--- config.mk ---
export PLATFORM = sky130hd
export DESIGN_NAME = ibert_stage_sequencer_flat
export DESIGN_NICKNAME = d
export VERILOG_FILES = /design/src/rtl/ibert_stage_sequencer_if.sv /design/src/rtl/ibert_stage_sequencer.sv /design/src/flat_wrapper.sv
export SDC_FILE = /design/constraint.sdc
export NUM_CORES = 2
export LEC_CHECK = 0
export ABC_AREA = 1
export BUFFER_PORTS_ARGS = -buffer_cell sky130_fd_sc_hd__buf_2
export CAP_MARGIN = 10
export CORE_MARGIN = 4
export CORE_UTILIZATION = 40
export DETAILED_ROUTE_END_ITERATION = 12
export PLACE_DENSITY_LB_ADDON = 0.12
export SETUP_SLACK_MARGIN = 0.3
export SKIP_LAST_GASP = 1
export SLEW_MARGIN = 20
export SYNTH_ARGS = -nofsm -noshare
export SYNTH_HDL_FRONTEND = slang
export SYNTH_SLANG_ARGS = --single-unit
--- constraint.sdc ---
create_clock -name clk -period 3.93 [get_ports clk]
set_input_delay 0.1965 -clock clk [delete_from_list [all_inputs] [get_ports clk]]
set_output_delay 0.1965 -clock clk [all_outputs]
set_load 0.01 [all_outputs]
--- src/rtl/ibert_stage_sequencer_if.sv ---
// Stage-engine bus: descriptor fields and launch pulse out to the stage tops,
// plus their completion and error pulses back in.
interface ibert_stage_sequencer_if #(
  parameter int ADDR_W = 64
);
  logic              stg_start;
  logic [ADDR_W-1:0] stg_addr_A;
  logic [ADDR_W-1:0] stg_addr_K;
  logic [ADDR_W-1:0] stg_addr_G;
  logic [31:0]       stg_m_mult;
  logic [7:0]        stg_e_mult;
  logic [31:0]       stg_m_G;
  logic [7:0]        stg_e_G;
  logic              stg_done;
  logic              stg_error;

  modport master (
    output stg_start, stg_addr_A, stg_addr_K, stg_addr_G,
           stg_m_mult, stg_e_mult, stg_m_G, stg_e_G,
    input  stg_done, stg_error
  );

  modport slave (
    input  stg_start, stg_addr_A, stg_addr_K, stg_addr_G,
           stg_m_mult, stg_e_mult, stg_m_G, stg_e_G,
    output stg_done, stg_error
  );
endinterface

--- src/rtl/ibert_stage_sequencer.sv ---
// Walks a descriptor table of encoder stages, launching each in turn, for a
// programmable number of layers, with per-stage watchdog and fault capture.
module ibert_stage_sequencer #(
  parameter int NUM_STAGES = 3,
  parameter int ADDR_W     = 64,
  parameter int TIMEOUT_W  = 32,
  parameter int SIDX_W     = (NUM_STAGES > 1) ? $clog2(NUM_STAGES) : 1
) (
  input  logic                 clk,
  input  logic                 rst,
  input  logic                 cfg_we,
  input  logic [SIDX_W-1:0]    cfg_stage,
  input  logic [2:0]           cfg_field,
  input  logic [63:0]          cfg_wdata,
  input  logic [7:0]           num_layers,
  input  logic [TIMEOUT_W-1:0] timeout_cycles,
  input  logic                 start,
  output logic                 busy,
  output logic                 done,
  output logic                 error,
  output logic [1:0]           err_code,
  output logic [SIDX_W-1:0]    err_stage,
  output logic [SIDX_W-1:0]    cur_stage,
  output logic [7:0]           cur_layer,
  output logic [31:0]          cycle_count,
  ibert_stage_sequencer_if.master stg
);

  typedef struct packed {
    logic [ADDR_W-1:0] addr_a;
    logic [ADDR_W-1:0] addr_k;
    logic [ADDR_W-1:0] addr_g;
    logic [31:0]       m_mult;
    logic [7:0]        e_mult;
    logic [31:0]       m_g;
    logic [7:0]        e_g;
  } desc_t;

  typedef enum logic [2:0] {
    IDLE, LOAD, LAUNCH, WAIT, NEXT, FINISH, FAULT
  } state_t;

  desc_t                tbl [NUM_STAGES];
  state_t               state;
  logic [7:0]           layers;
  logic [TIMEOUT_W-1:0] tmo;
  logic [TIMEOUT_W-1:0] wd;
  logic [TIMEOUT_W-1:0] wd_inc;
  logic                 cnt_en;
  logic                 last_stage;

  assign wd_inc     = wd + TIMEOUT_W'(1);
  assign last_stage = (32'(cur_stage) == NUM_STAGES - 1);

  // The very first LOAD of a run precedes the counting window; later LOADs sit inside it.
  assign cnt_en = (state inside {LAUNCH, WAIT, NEXT, FINISH, FAULT}) ||
                  (state == LOAD && (cur_stage != '0 || cur_layer != 8'd0));

  always_ff @(posedge clk) begin
    if (rst) begin
      for (int i = 0; i < NUM_STAGES; i++) tbl[i] <= '0;
    end else if (cfg_we && !busy && 32'(cfg_stage) < NUM_STAGES) begin
      case (cfg_field)
        3'd0:    tbl[cfg_stage].addr_a <= cfg_wdata[ADDR_W-1:0];
        3'd1:    tbl[cfg_stage].addr_k <= cfg_wdata[ADDR_W-1:0];
        3'd2:    tbl[cfg_stage].addr_g <= cfg_wdata[ADDR_W-1:0];
        3'd3:    tbl[cfg_stage].m_mult <= cfg_wdata[31:0];
        3'd4:    tbl[cfg_stage].e_mult <= cfg_wdata[7:0];
        3'd5:    tbl[cfg_stage].m_g    <= cfg_wdata[31:0];
        3'd6:    tbl[cfg_stage].e_g    <= cfg_wdata[7:0];
        default: ;
      endcase
    end
  end

  always_ff @(posedge clk) begin
    if (rst) begin
      state          <= IDLE;
      layers         <= 8'd1;
      tmo            <= '0;
      wd             <= '0;
      busy           <= 1'b0;
      done           <= 1'b0;
      error          <= 1'b0;
      err_code       <= 2'd0;
      err_stage      <= '0;
      cur_stage      <= '0;
      cur_layer      <= 8'd0;
      cycle_count    <= 32'd0;
      stg.stg_start  <= 1'b0;
      stg.stg_addr_A <= '0;
      stg.stg_addr_K <= '0;
      stg.stg_addr_G <= '0;
      stg.stg_m_mult <= 32'd0;
      stg.stg_e_mult <= 8'd0;
      stg.stg_m_G    <= 32'd0;
      stg.stg_e_G    <= 8'd0;
    end else begin
      stg.stg_start <= 1'b0;
      if (cnt_en && cycle_count != 32'hFFFF_FFFF) cycle_count <= cycle_count + 32'd1;

      case (state)
        IDLE: if (start) begin
          layers      <= (num_layers == 8'd0) ? 8'd1 : num_layers;
          tmo         <= timeout_cycles;
          done        <= 1'b0;
          error       <= 1'b0;
          err_code    <= 2'd0;
          err_stage   <= '0;
          cycle_count <= 32'd0;
          cur_stage   <= '0;
          cur_layer   <= 8'd0;
          busy        <= 1'b1;
          state       <= LOAD;
        end
        LOAD: begin
          stg.stg_addr_A <= tbl[cur_stage].addr_a;
          stg.stg_addr_K <= tbl[cur_stage].addr_k;
          stg.stg_addr_G <= tbl[cur_stage].addr_g;
          stg.stg_m_mult <= tbl[cur_stage].m_mult;
          stg.stg_e_mult <= tbl[cur_stage].e_mult;
          stg.stg_m_G    <= tbl[cur_stage].m_g;
          stg.stg_e_G    <= tbl[cur_stage].e_g;
          stg.stg_start  <= 1'b1;
          state          <= LAUNCH;
        end
        LAUNCH: begin
          wd    <= '0;
          state <= WAIT;
        end
        // Error beats done; done beats a watchdog expiring in the same cycle.
        WAIT: begin
          if (stg.stg_error) begin
            error     <= 1'b1;
            err_code  <= 2'd1;
            err_stage <= cur_stage;
            busy      <= 1'b0;
            state     <= FAULT;
          end else if (stg.stg_done) begin
            state <= NEXT;
          end else if (tmo != '0 && wd_inc == tmo) begin
            error     <= 1'b1;
            err_code  <= 2'd2;
            err_stage <= cur_stage;
            busy      <= 1'b0;
            state     <= FAULT;
          end else begin
            wd <= wd_inc;
          end
        end
        NEXT: begin
          if (!last_stage) begin
            cur_stage <= cur_stage + SIDX_W'(1);
            state     <= LOAD;
          end else if (cur_layer != layers - 8'd1) begin
            cur_stage <= '0;
            cur_layer <= cur_layer + 8'd1;
            state     <= LOAD;
          end else begin
            done  <= 1'b1;
            busy  <= 1'b0;
            state <= FINISH;
          end
        end
        FINISH:  state <= IDLE;
        FAULT:   state <= IDLE;
        default: state <= IDLE;
      endcase
    end
  end

endmodule

--- src/flat_wrapper.sv ---
// flat-port wrapper written by rule: the top's interface ports become plain ports
module ibert_stage_sequencer_flat 
#(
  parameter int NUM_STAGES = 3,
  parameter int ADDR_W     = 64,
  parameter int TIMEOUT_W  = 32,
  parameter int SIDX_W     = (NUM_STAGES > 1) ? $clog2(NUM_STAGES) : 1
)
  (clk, rst, cfg_we, cfg_stage, cfg_field, cfg_wdata, num_layers, timeout_cycles, start, busy, done, error, err_code, err_stage, cur_stage, cur_layer, cycle_count, stg_stg_start, stg_stg_addr_A, stg_stg_addr_K, stg_stg_addr_G, stg_stg_m_mult, stg_stg_e_mult, stg_stg_m_G, stg_stg_e_G, stg_stg_done, stg_stg_error);
  ibert_stage_sequencer_if #(.ADDR_W(ADDR_W)) stg_i ();
  input  logic clk;
  input  logic rst;
  input  logic cfg_we;
  input  logic [SIDX_W-1:0] cfg_stage;
  input  logic [2:0] cfg_field;
  input  logic [63:0] cfg_wdata;
  input  logic [7:0] num_layers;
  input  logic [TIMEOUT_W-1:0] timeout_cycles;
  input  logic start;
  output logic busy;
  output logic done;
  output logic error;
  output logic [1:0] err_code;
  output logic [SIDX_W-1:0] err_stage;
  output logic [SIDX_W-1:0] cur_stage;
  output logic [7:0] cur_layer;
  output logic [31:0] cycle_count;
  output wire logic [$bits(stg_i.stg_start)-1:0] stg_stg_start;
  output wire logic [$bits(stg_i.stg_addr_A)-1:0] stg_stg_addr_A;
  output wire logic [$bits(stg_i.stg_addr_K)-1:0] stg_stg_addr_K;
  output wire logic [$bits(stg_i.stg_addr_G)-1:0] stg_stg_addr_G;
  output wire logic [$bits(stg_i.stg_m_mult)-1:0] stg_stg_m_mult;
  output wire logic [$bits(stg_i.stg_e_mult)-1:0] stg_stg_e_mult;
  output wire logic [$bits(stg_i.stg_m_G)-1:0] stg_stg_m_G;
  output wire logic [$bits(stg_i.stg_e_G)-1:0] stg_stg_e_G;
  input wire logic [$bits(stg_i.stg_done)-1:0] stg_stg_done;
  input wire logic [$bits(stg_i.stg_error)-1:0] stg_stg_error;
  assign stg_stg_start = stg_i.stg_start;
  assign stg_stg_addr_A = stg_i.stg_addr_A;
  assign stg_stg_addr_K = stg_i.stg_addr_K;
  assign stg_stg_addr_G = stg_i.stg_addr_G;
  assign stg_stg_m_mult = stg_i.stg_m_mult;
  assign stg_stg_e_mult = stg_i.stg_e_mult;
  assign stg_stg_m_G = stg_i.stg_m_G;
  assign stg_stg_e_G = stg_i.stg_e_G;
  assign stg_i.stg_done = stg_stg_done;
  assign stg_i.stg_error = stg_stg_error;
  ibert_stage_sequencer #(.NUM_STAGES(NUM_STAGES), .ADDR_W(ADDR_W), .TIMEOUT_W(TIMEOUT_W), .SIDX_W(SIDX_W)) u_core (.clk(clk), .rst(rst), .cfg_we(cfg_we), .cfg_stage(cfg_stage), .cfg_field(cfg_field), .cfg_wdata(cfg_wdata), .num_layers(num_layers), .timeout_cycles(timeout_cycles), .start(start), .busy(busy), .done(done), .error(error), .err_code(err_code), .err_stage(err_stage), .cur_stage(cur_stage), .cur_layer(cur_layer), .cycle_count(cycle_count), .stg(stg_i));
endmodule
==> results.md <==
- Leading cell type in the layout, fill and taps excluded: nor2_1
- DRC violation count after routing: 0
- Highest fanout seen on the critical path: 33
- Maximum buffer depth of the clock tree: 3
- Critical path, cell by cell: nand2_1 -> nor2_1 -> nand2_1 -> nor2_1 -> nand2_1 -> nand2_1 -> nand2_1 -> nand2_1 -> nand2_1 -> nor2_1 -> nand2_1 -> nor2_2 -> nand4_2 -> nand2_4 -> nand2_1 -> o21ai_0 -> nor2_1
- Pin count of the biggest net entering global routing: 155
- Clock tree from TritonCTS: built
- Total standard cell area after synthesis: around 59000 um2
- Final critical delay including setup and external delays: just over 3000 ps
- Root Driver: clkbuf_16
- Worst hold path type: in2reg
- Slew headroom: a little over a fifth
- CTS-repair resized insts: 0
- Setup Crit Path Kind: reg2reg
- Hold-fix buffer count after cts: between 100 and 150
- Clock latency of the later-clocked register in the worst-skew pair: ~800 ps
- Ys Warns: 0
- CP Buf/Inv Count: 0
- WL final: between 200000 and 250000 um
- Required time of the worst setup path: between 4000 and 5000 ps
- Overall track demand over capacity in global routing: about a quarter
- Transition time at the pin with the least slew margin: around 1200 ps
- Flip-flop and latch count after synthesis: about 1500
- Data arrival time of the critical path: 3710 ps
- HPWL after detailed placement: ~120000 um
- Setup repair after global routing missed its margin: no
- Total overflow reported by the global router: 0
- Router iterations before antenna repair: 6
- Clock H-tree levels: 4
- DIE WIDTH: 394 um
- Hold Worst Slack: between 100 and 150 ps
- Area overhead of the layout relative to synthesis: 19.6%
- Maximum vdd ir drop: about 0.38 mV
- Worst Setup Slack, final: 860 ps
- Effective utilization at floorplan: between 40 and 50%
- Number of max-cap violations: 0
- Leading cell types in the layout, fill and taps excluded: 1544 x nor2_1, 1088 x edfxtp_1, 655 x nand2_1, 593 x o21ai_0, 436 x buf_2
- Final ANT Viol Nets: 0
- Category of the worst setup path launch point: register
- Number of filler instances in the final layout: approximately 14000
- Area of the core region: 148000 um2
- Result of the run: finished clean
- Most frequent CP cell: nand2_1
- Vias per cell: between 5 and 6
- Number of buffer cells added on primary ports: around 440
- Worst path top cell family by delay: simple AND/OR/NAND/NOR gates
- Reported leakage power: roughly 27 nW
- Post-CTS Setup Repair Bufs: 0
- Clock input transition at the sequential cells of the worst setup and hold paths: around 60 ps
- Final hold violation count: 0
- Antenna violations before repair: 12
- Power density of the placed cells: 511 nW/um2
- Max-slew violations: 0
- Final standard cell utilization of the core: just under 50%
- Count of flip-flops with a built-in enable after synthesis: 1088
- Gate count after technology mapping: approximately 5800
- Sequential-to-total area share from yosys stat: 68.3%
- Library cells used by synthesis: between 40 and 50
- Main synth FF type: edfxtp_1
- IO Count: 437
- TritonCTS Buffers: approximately 160
- Slowest stage delay, CP: 460 ps
- Proportion of register bits with asynchronous set or reset after synthesis: 0%
- Capturing element type of the critical path: register
- First-pass GRT wire length: approximately 300000 um
- Largest clock skew in the final design: about 32 ps
- Wirelength per Cell: ~24 um
- Final cycle utilization of the critical path: just under 80%
- Via count of the first global-routing pass: around 44000
- Clock sink total: approximately 1500
- Post-synthesis average cell area: between 10 and 15 um2
- Vias: 46039
- Standard-cell row count: ~140
- Vert. Die Dim: about 390 um
- Highest-delay cell along the critical path: dfxtp_1
- Post-placement setup slack: about 860 ps
- Summed negative setup slack over all endpoints: 0 ps
- Ratio of cells with drive above 1 in the final layout: 12.5%
- Count of final setup violators: 0
- Floorplan die area: around 150000 um2
- Global placer's final weighted congestion: ~0.9
- Final Net Count: roughly 6600
- Fmax achieved: roughly 0.33 GHz
- Violation count after the first detailed-route iteration: just over 4000
[worst register-to-register path, cell delays in order (launching register included)]
cell and delay (ps):
dfxtp_1 460, nand2_1 150, nor2_1 380, nand2_1 90, nor2_1 200, nand2_1 80, nand2_1 80, nand2_1 70
nand2_1 110, nand2_1 60, nor2_1 170, nand2_1 130, nor2_2 160, nand4_2 150, nand2_4 400, nand2_1 100
o21ai_0 90, nor2_1 60
[Yosys cell counts, types with 15 or more instances]
cell / n / area [um2]
nand3_1: 102 / 510
inv_1: 165 / 619
a21oi_1: 332 / 1660
nand4_1: 27 / 169
clkbuf_1: 354 / 1330
buf_1: 41 / 154
xnor2_1: 15 / 131
nor3_1: 22 / 110
nor2_1: 1550 / 5820
a31oi_1: 274 / 1710
xor2_1: 24 / 210
o21ai_0: 593 / 2970
dfxtp_1: 397 / 7950
nand2_1: 682 / 2560
edfxtp_1: 1088 / 32700
clkinv_1: 36 / 135
a211oi_1: 18 / 135
[layer usage]
metal  wire (um)  share of wire [%]  global-route usage [%]
met2       96100                 46                    41.8
met4        5780                2.8                    7.73
met3       15600                7.5                    4.77
met1       89900                 43                    36.2
met5          13             0.0063                       0
[sequential cells by signal, indices dropped and copies added (netlist names), 2 cells and up]
signal                 count
u_core.cur_layer           8
u_core.cur_stage           2
u_core.cycle_count        32
u_core.err_code            2
u_core.err_stage           2
u_core.layers              8
u_core.state               3
u_core.stg.stg_addr_A     64
u_core.stg.stg_addr_G     64
u_core.stg.stg_addr_K     64
u_core.stg.stg_e_G         8
u_core.stg.stg_e_mult      8
u_core.stg.stg_m_G        32
u_core.stg.stg_m_mult     32
u_core.tbl              1088
u_core.tmo                32
u_core.wd                 32
[worst paths after layout]
kind                 startpoint                         to  slack (ps)  cells past startpoint
setup / recovery  u_core.wd[18]              u_core.wd[11]         860                     17
hold / removal              rst  u_core.stg.stg_addr_G[62]         130                      4
setup reg to reg  u_core.wd[18]              u_core.wd[11]         860                     17
hold reg to reg    u_core.wd[1]               u_core.wd[1]         490                      2
[report_power, final]
group / switching [mW] / internal, mW
clock: 6.46 / 8.55
sequential: 0.581 / 17.8
combinational: 2.13 / 0.874
total: 9.17 / 27.2
[cells by family (layout without fill, tap and decap cells)]
| group | after synthesis | in the layout | share of synthesized area (%) |
|---|---|---|---|
| and+or+nand+nor | 2427 | 2427 | 16.0 |
| xor gates and xnor gates | 41 | 41 | 0.650 |
| buffers and inverters | 603 | 1144 | 3.84 |
| AOI/OAI and AO/OA | 1234 | 1234 | 11.1 |
| other | 1 | 277 | 0.00630 |
| adders and majority gates | 5 | 5 | 0.105 |
| DFF | 1485 | 1485 | 68.3 |
[through the flow]
step	instances	power (mW)	instance area, um2
2_1_floorplan	6067	19.9	60500
3_3_place_gp	8126	21.6	64800
3_5_place_dp	8126	21.6	64800
4_1_cts	8537	36.7	71100
5_1_grt	8540	37.6	71100
6_report	8543	36.4	71200
[area by class of cell]
class                      instances  area (um2)  area share (%)
antenna                            5        12.5          0.0176
clock inverter                    68         587           0.825
timing repair buffer             636        4280            6.01
tap                             1930        2410            3.39
multi-input combinational       3979       17800            25.0
inverter                         204         803            1.13
clock buffer                     236        4660            6.55
sequential                      1485       40600            57.1
Power figures use the tool's default switching activity.
